## src/rtl/strip_pkg.sv

```systemverilog
// Shared definitions for the vertical-strip interface between the frame
// buffer (producer) and the vertical transition counter (consumer).
package strip_pkg;

   localparam int WIDTH  = 28;
   localparam int HEIGHT = 28;
   localparam int COL_W  = $clog2(WIDTH);
   localparam int ROW_W  = $clog2(HEIGHT);

   typedef logic [HEIGHT-1:0] strip_t;

   typedef enum logic {
      FILL  = 1'b0,
      DRAIN = 1'b1
   } strip_state_t;

endpackage

```

## src/rtl/vertical_strip_extractor.sv

```systemverilog
// Buffers one raster-order binary frame, then replays it column by column
// as HEIGHT-bit vertical strips with a valid/ready handshake.
module vertical_strip_extractor #(
   parameter int WIDTH  = strip_pkg::WIDTH,
   parameter int HEIGHT = strip_pkg::HEIGHT,
   parameter int COL_W  = $clog2(WIDTH),
   parameter int ROW_W  = $clog2(HEIGHT)
) (
   input  logic              clk,
   input  logic              rst,
   input  logic              pix_valid,
   output logic              pix_ready,
   input  logic              pix_data,
   input  logic              pix_sof,
   output logic              strip_valid,
   input  logic              strip_ready,
   output logic [HEIGHT-1:0] strip_data,
   output logic [COL_W-1:0]  strip_col,
   output logic              strip_last,
   output logic              frame_done
);

   import strip_pkg::strip_state_t;
   import strip_pkg::FILL;
   import strip_pkg::DRAIN;

   localparam logic [COL_W-1:0] LAST_COL = COL_W'(WIDTH - 1);
   localparam logic [ROW_W-1:0] LAST_ROW = ROW_W'(HEIGHT - 1);

   strip_state_t      r_state;
   logic [ROW_W-1:0]  r_wrRow;
   logic [COL_W-1:0]  r_wrCol;
   logic [COL_W-1:0]  r_rdCol;
   logic              r_frameDone;
   logic [HEIGHT-1:0] r_buffer [WIDTH];

   logic              w_pixAccept;
   logic              w_stripAccept;
   logic [ROW_W-1:0]  w_row;
   logic [COL_W-1:0]  w_col;
   logic              w_frameEnd;

   // Start-of-frame overrides the write position, so a partial frame is
   // simply overwritten by the new one.
   assign w_pixAccept   = pix_valid && (r_state == FILL);
   assign w_row         = pix_sof ? '0 : r_wrRow;
   assign w_col         = pix_sof ? '0 : r_wrCol;
   assign w_frameEnd    = (w_row == LAST_ROW) && (w_col == LAST_COL);
   assign w_stripAccept = (r_state == DRAIN) && strip_ready;

   // Frame buffer is stored column-major so a strip is a single word read.
   always_ff @(posedge clk or posedge rst) begin
      if (rst) begin
         for (int c = 0; c < WIDTH; c++) begin
            r_buffer[c] <= '0;
         end
      end else if (w_pixAccept) begin
         r_buffer[w_col][w_row] <= pix_data;
      end
   end

   // Raster write position; wraps back to (0,0) after the last pixel.
   always_ff @(posedge clk or posedge rst) begin
      if (rst) begin
         r_wrRow <= '0;
         r_wrCol <= '0;
      end else if (w_pixAccept) begin
         if (w_col == LAST_COL) begin
            r_wrCol <= '0;
            r_wrRow <= (w_row == LAST_ROW) ? '0 : w_row + 1'b1;
         end else begin
            r_wrCol <= w_col + 1'b1;
            r_wrRow <= w_row;
         end
      end
   end

   // FILL/DRAIN sequencing, read column and the end-of-frame pulse.
   always_ff @(posedge clk or posedge rst) begin
      if (rst) begin
         r_state     <= FILL;
         r_rdCol     <= '0;
         r_frameDone <= 1'b0;
      end else begin
         r_frameDone <= 1'b0;
         case (r_state)
            FILL: begin
               if (w_pixAccept && w_frameEnd) begin
                  r_state <= DRAIN;
                  r_rdCol <= '0;
               end
            end
            DRAIN: begin
               if (w_stripAccept) begin
                  if (r_rdCol == LAST_COL) begin
                     r_rdCol     <= '0;
                     r_frameDone <= 1'b1;
                     r_state     <= FILL;
                  end else begin
                     r_rdCol <= r_rdCol + 1'b1;
                  end
               end
            end
            default: begin
               r_state <= FILL;
            end
         endcase
      end
   end

   assign pix_ready   = (r_state == FILL);
   assign strip_valid = (r_state == DRAIN);
   assign strip_data  = (r_state == DRAIN) ? r_buffer[r_rdCol] : '0;
   assign strip_col   = r_rdCol;
   assign strip_last  = (r_state == DRAIN) && (r_rdCol == LAST_COL);
   assign frame_done  = r_frameDone;

endmodule

```

## config.mk

```make
export PLATFORM = sky130hd
export DESIGN_NAME = vertical_strip_extractor
export DESIGN_NICKNAME = d
export VERILOG_FILES = /design/src/rtl/strip_pkg.sv /design/src/rtl/vertical_strip_extractor.sv
export SDC_FILE = /design/constraint.sdc
export NUM_CORES = 2
export LEC_CHECK = 0
export BUFFER_PORTS_ARGS = -buffer_cell sky130_fd_sc_hd__buf_4
export CORE_ASPECT_RATIO = 1.75
export CORE_UTILIZATION = 61
export DETAILED_ROUTE_END_ITERATION = 16
export PLACE_DENSITY_LB_ADDON = 0.08
export SYNTH_ARGS = -nofsm -noshare
export SYNTH_HDL_FRONTEND = slang
export SYNTH_SLANG_ARGS = --single-unit
```

## constraint.sdc

```tcl
create_clock -name clk -period 32.9 [get_ports clk]
set_clock_uncertainty 0.2 [all_clocks]
set_input_delay 3.29 -clock clk [delete_from_list [all_inputs] [get_ports clk]]
set_output_delay 3.29 -clock clk [all_outputs]
set_load 0.01 [all_outputs]
```

== After elaboration in Yosys (flattened, before gate mapping) ==
Index checks and enable logic that the tools add are counted.

* Add/sub/neg operators: 3
* Multiply operators: 0
* Divide/modulo/power cells: 0
* Order comparisons: 5
* Equality and inequality tests: 5
* Shift operators: 0
* Muxes and demuxes: 25
* Bitwise logic cells: 3
* Reduce and logical (&&, ||, !) cells: 8

{| class="wikitable"
|+ Operators by type and width
! kind !! count
|-
| $bwmux W784 || 1
|-
| $bmux W28 S5 || 1
|-
| $demux W28 S5 || 1
|-
| $mux W28 || 4
|-
| $mux W5 || 8
|-
| $add A5 B1 Y5 const B || 3
|-
| $eq A5 B5 Y1 const B || 3
|-
| $ge A6 B6 Y1 const B || 2
|-
| $not A5 Y6 || 2
|-
| $pmux W5 S2 || 1
|-
| $logic_and A1 B1 Y1 || 7
|-
| $mux W1 || 7
|-
| $lt A5 B6 Y1 const B || 1
|-
| $lt A6 B1 Y1 const B || 1
|-
| $demux W1 S5 || 1
|-
| $ge A5 B1 Y1 const B || 1
|-
| $ne A2 B1 Y1 const B || 2
|-
| $pmux W1 S2 || 1
|-
| $reduce_and A2 Y1 || 1
|-
| $not A1 Y1 || 1
|}

* Flip-flop bits (word level): 801
* Latch bits: 0
* Bits in writable memories: 0
* Bits in read-only memories: 0
* Output and inout port bits: 37
* Logic and storage cells: 82
* Memories kept: 0

== Logic depth before layout (Yosys ltp) ==
* Depth in word-level cells: 8
* Depth in mapped cells: 14
* Mapped depth without buffers: 8

== Worst setup path before layout ==
Ideal clock, no wire load.

* Path kind: input -> register
* From: input pix_sof
* To: register r_buffer[580] in the netlist's numbering
* Setup time: 0.125 ns
* Arrival: 5.712 ns
* Data required time: 32.575 ns
* Path slack: 26.863 ns
* Stages on the path: 13
* Cell sequence: buf_6 > buf_2 > clkbuf_1 > clkbuf_1 > nor2_1 > inv_1 > ha_1 > nand3b_1 > buf_2 > nor2_1 > buf_2 > nand2_1 > mux2_2

* Word-level cells in the longest chain between the ends: 8
* Elaborated cells on any way between the ends: 14
* Those cells by class: 4 x order compare; 7 x mux; 1 x bitwise; 2 x reduce/logical

{| class="wikitable"
|+ RTL lines
! element !! RTL line !! RTL
|-
| start, declared || vertical_strip_extractor.sv:14 || <nowiki>input logic pix_sof,</nowiki>
|-
| $mux W5 || vertical_strip_extractor.sv:46 || <nowiki>assign w_row = pix_sof ? '0 : r_wrRow;</nowiki>
|-
| $lt A5 B6 Y1 (not written as such) or $ge A5 B1 Y1 (tied branches) || vertical_strip_extractor.sv:58 || <nowiki>r_buffer[w_col][w_row] <= pix_data;</nowiki>
|-
| $logic_and A1 B1 Y1 (not written as such) || vertical_strip_extractor.sv:58 ||
|-
| $mux W1 (not written as such) || vertical_strip_extractor.sv:58 ||
|-
| $demux W1 S5 || vertical_strip_extractor.sv:58 ||
|-
| $mux W28 (not written as such) || vertical_strip_extractor.sv:58 ||
|-
| $demux W28 S5 * || vertical_strip_extractor.sv:58 ||
|-
| $bwmux W784 * || vertical_strip_extractor.sv:58 ||
|-
| end signal, assigned by index || vertical_strip_extractor.sv:58 ||
|-
| end, declared || vertical_strip_extractor.sv:35 || <nowiki>logic [HEIGHT-1:0] r_buffer [WIDTH];</nowiki>
|}

Every way passes the cells marked *; elsewhere a longest branch is shown, timed or not.
A chain may end at the register's enable or synchronous reset.

== Final worst setup path ==
* From: register r_rdCol[0] (netlist: strip_col[0])
* To: output strip_data[1]

* Word-level cells in the longest chain between the ends: 5

{| class="wikitable"
|+ RTL lines
! element !! RTL line !! RTL
|-
| start, declared || vertical_strip_extractor.sv:33 || <nowiki>logic [COL_W-1:0] r_rdCol;</nowiki>
|-
| start signal, assigned || vertical_strip_extractor.sv:100 || <nowiki>r_rdCol <= r_rdCol + 1'b1;</nowiki>
|-
| $not A5 Y6 (not written as such) || vertical_strip_extractor.sv:113 || <nowiki>assign strip_data = (r_state == DRAIN) ? r_buffer[r_rdCol] : '0;</nowiki>
|-
| $bmux W28 S5 || vertical_strip_extractor.sv:113 ||
|-
| $mux W28 (not written as such) (2 in a row) || vertical_strip_extractor.sv:113 ||
|-
| $mux W28 || vertical_strip_extractor.sv:113 ||
|-
| end, declared || vertical_strip_extractor.sv:17 || <nowiki>output logic [HEIGHT-1:0] strip_data,</nowiki>
|}

Every way passes these cells. The select of a mux whose other input is x is not followed.

==> flow_metrics.tcl <==
set metrics [dict create \
    required_ns 29.41 \
    status "complete, no violations" \
    synth_top_area_cell "dfrtp_1" \
    period_share 0.251 \
    dp_cells 4537 \
    grt.total_usage 0.403 \
    timing.final.ws_setup_ns 24.63 \
    cp-start-kind "register" \
    ioPinCount 43 \
    crit_slowest_cell "dfrtp_4" \
    fmax_mhz 121 \
    whs_ns 0.287 \
    netlist_area_um2 40700 \
    wl_per_cell_um 28.9 \
    synthTopCellsByArea "dfrtp_1, mux2_2, nand2_1, mux2i_1, nand3_1" \
    crit_chain "buf_4 -> buf_4 -> mux4_2 -> a21oi_1 -> a21oi_1 -> buf_4" \
    syn-num-nets 3937 \
    ys_types 64 \
    cp_max_fo 57 \
    finalCriticalPeriod_ns 8.27 \
    die_w_um 197 \
    synth_edf_count 0 \
    netSwitchingFraction 0.308 \
    p_leak_nw 21.3 \
    remaining_drc_errors 0 \
    critPathArrivalTime_ns 4.78 \
    nNetsFinal 3739 \
    dr.pass1.iters 6 \
    numCtsBuffers 76 \
    switchingPower_w 0.000734 \
    vias 32200 \
    cts_setup_buffers 0 \
    die_y_um 344 \
    p_int_w 0.00165 \
    crit_family "buffers and inverters" \
    netlist_top_cells_count "dfrtp_1, nand2_1, nand3_1, o21ai_0, mux2_2" \
    synth_most_common_cell "dfrtp_1" \
    seqPwrFrac 0.434 \
    core_um2 66200 \
    drtIter0Drc 3866 \
    ys.flop_type "dfrtp_1" \
    regArea_um2 20100 \
    yosysWarnings 0 \
    clock-root-buffer "clkbuf_16" \
    multi_input_area_um2 18800 \
    grt_pass1_vias 32700 \
    hp-class "reg -> reg" \
    synth.avg_cell_area_um2 10.4 \
    worstReg2RegStart "r_wrRow[0]" \
    syn_inst 3924 \
    crit_type "reg -> out" \
    ir_worst_vdd_mv 0.0566 \
    yosysTopAreaCellShare 0.492 \
    tightestPinTransition_ns 1.32 \
    die_area_um2 67900 \
    hp-start "r_buffer[480]" \
    clk_latency_ns 0.65 \
    rows 125 \
    hold_viol 0 \
    clock-sinks 801 \
    pre_cts_slack_ns 25.32 \
    place_congestion 0.884 \
    cap_violations 0 \
    grt_antenna_before_repair 2 \
    area_growth_pct 6.89 \
    synth-seq-cells 801 \
    power_density_nw_per_um2 54.7 \
    critPathLaunch "strip_col[0]" \
    crit_buf_inv 3 \
    clk_pin_slew_ns 0.06 \
    ant_nets 0 \
    hpwlAfterDp_um 77800 \
    io_buffers 42 \
    grt_max_degree 263 \
    cts_tree "done" \
    viasPerCell 6.91 \
    grt-ovfl-total 0 \
    htreeDepth 3 \
    worstSetupEndpointType "output pin" \
    drive_gt1_frac 0.187 \
    async_flop_share 1.00 \
    cts_max_path_buffers 3 \
    combPwrFrac 0.184 \
    seq_area_frac_synth 0.492 \
    crit_path_frequent_cell "buf_4" \
    initial_core_util 0.616 \
    nFillCells 5177 \
    fin_tns_setup_ns 0 \
    slew_viol_final 0 \
    power.total_w 0.00238 \
    power_frac_clock 0.382 \
    finalNonFillerCells 4668 \
    drt_wl_total_um 135000 \
    finalSetupViolCount 0 \
    cts_resized 0 \
    grt_setup_unrepaired "no" \
    max_slew_margin 0.121 \
    max_stage_delay_ns 1.11 \
    holdBufCountCts 0 \
    grt_pass1_wl_um 202000 \
]
[path summary, 6_finish.rpt]
kind,slack [ns],to,cells past startpoint
min,0.29,r_buffer[480],1
max in group asynchronous,26.41,r_buffer[720],5
min reg2reg,0.29,r_buffer[480],1
min in group asynchronous,2.62,r_buffer[290],2
max,24.63,strip_data[1],6
max reg2reg,29.09,r_buffer[503],8
[flip-flops by register name, indices dropped and copies added (netlist names)]
name / flops
r_buffer: 784
r_wrCol: 5
r_wrRow: 5
strip_col: 5
frame_done: 1
strip_valid: 1
[worst register-to-register path, stage by stage (launching register included)]
cell and delay, ns:
dfrtp_1 0.83, inv_1 0.27, nor2_1 0.23, ha_1 0.26, nand3b_1 0.10, buf_4 0.24
nor2_2 1.04, nand2_1 0.17, mux2_1 0.35
[layer usage]
metal / global-route usage / up-vias / part of all wire
li1: - / 13400 / -
met1: 0.475 / 16300 / 0.35
met2: 0.646 / 1915 / 0.47
met3: 0.0905 / 632 / 0.091
met4: 0.301 / 4 / 0.084
met5: 0 / - / 0.00022
[cells by family after synthesis]
| kind of cell | after synthesis | share of synthesized area |
|---|---|---|
| AO/OA/AOI/OAI | 659 | 0.0960 |
| buffers and inverters | 418 | 0.0480 |
| adder cells (fa/ha/maj) | 7 | 0.00215 |
| AND/OR/NAND/NOR | 1338 | 0.150 |
| flip-flops | 801 | 0.492 |
| multiplexers | 701 | 0.212 |
[through the flow]
stage	util	instance area [um^2]
after detailed placement	0.620	41000
after global placement	0.620	41000
final	0.658	43600
after CTS	0.658	43500
after global routing	0.658	43500
after floorplan	-	40700
[placed cells by master, fill, tap and decap left out, drive strengths merged, types with 4 or more instances in the layout]
cell type,n
clkbuf,113
nand4bb,4
nand2,766
mux2,394
nor4b,7
clkinv,11
nor2b,7
o21a,4
bufinv,5
mux2i,222
o221ai,55
dfrtp,801
a32oi,29
o21ai,403
nor3,17
buf,127
nand3,405
and4bb,4
ha,7
or3,5
nor2,76
nand3b,4
o211ai,5
mux4,85
a21oi,61
a22oi,85
inv,15
and2,25
[layout make-up]
class | instances | share of cell area
clock buffers | 113 | 0.0524
inverters | 15 | 0.00147
clock inverters | 17 | 0.00540
diodes | 1 | 0.0000575
well taps | 889 | 0.0255
flip-flops and latches | 801 | 0.460
multi-input cells | 2705 | 0.432
repair buffers | 127 | 0.0229
[power groups by stage]
stage | combinational (W) | clock [W] | sequential, W
6_report | 0.000438 | 0.000910 | 0.00103
2_1_floorplan | 0.000290 | 0 | 0.00102
4_1_cts | 0.000424 | 0.000915 | 0.00103
3_3_place_gp | 0.000419 | 0 | 0.00105
5_1_grt | 0.000447 | 0.000950 | 0.00103
3_5_place_dp | 0.000424 | 0 | 0.00105
Note: power is estimated with default switching activity, not from simulation.
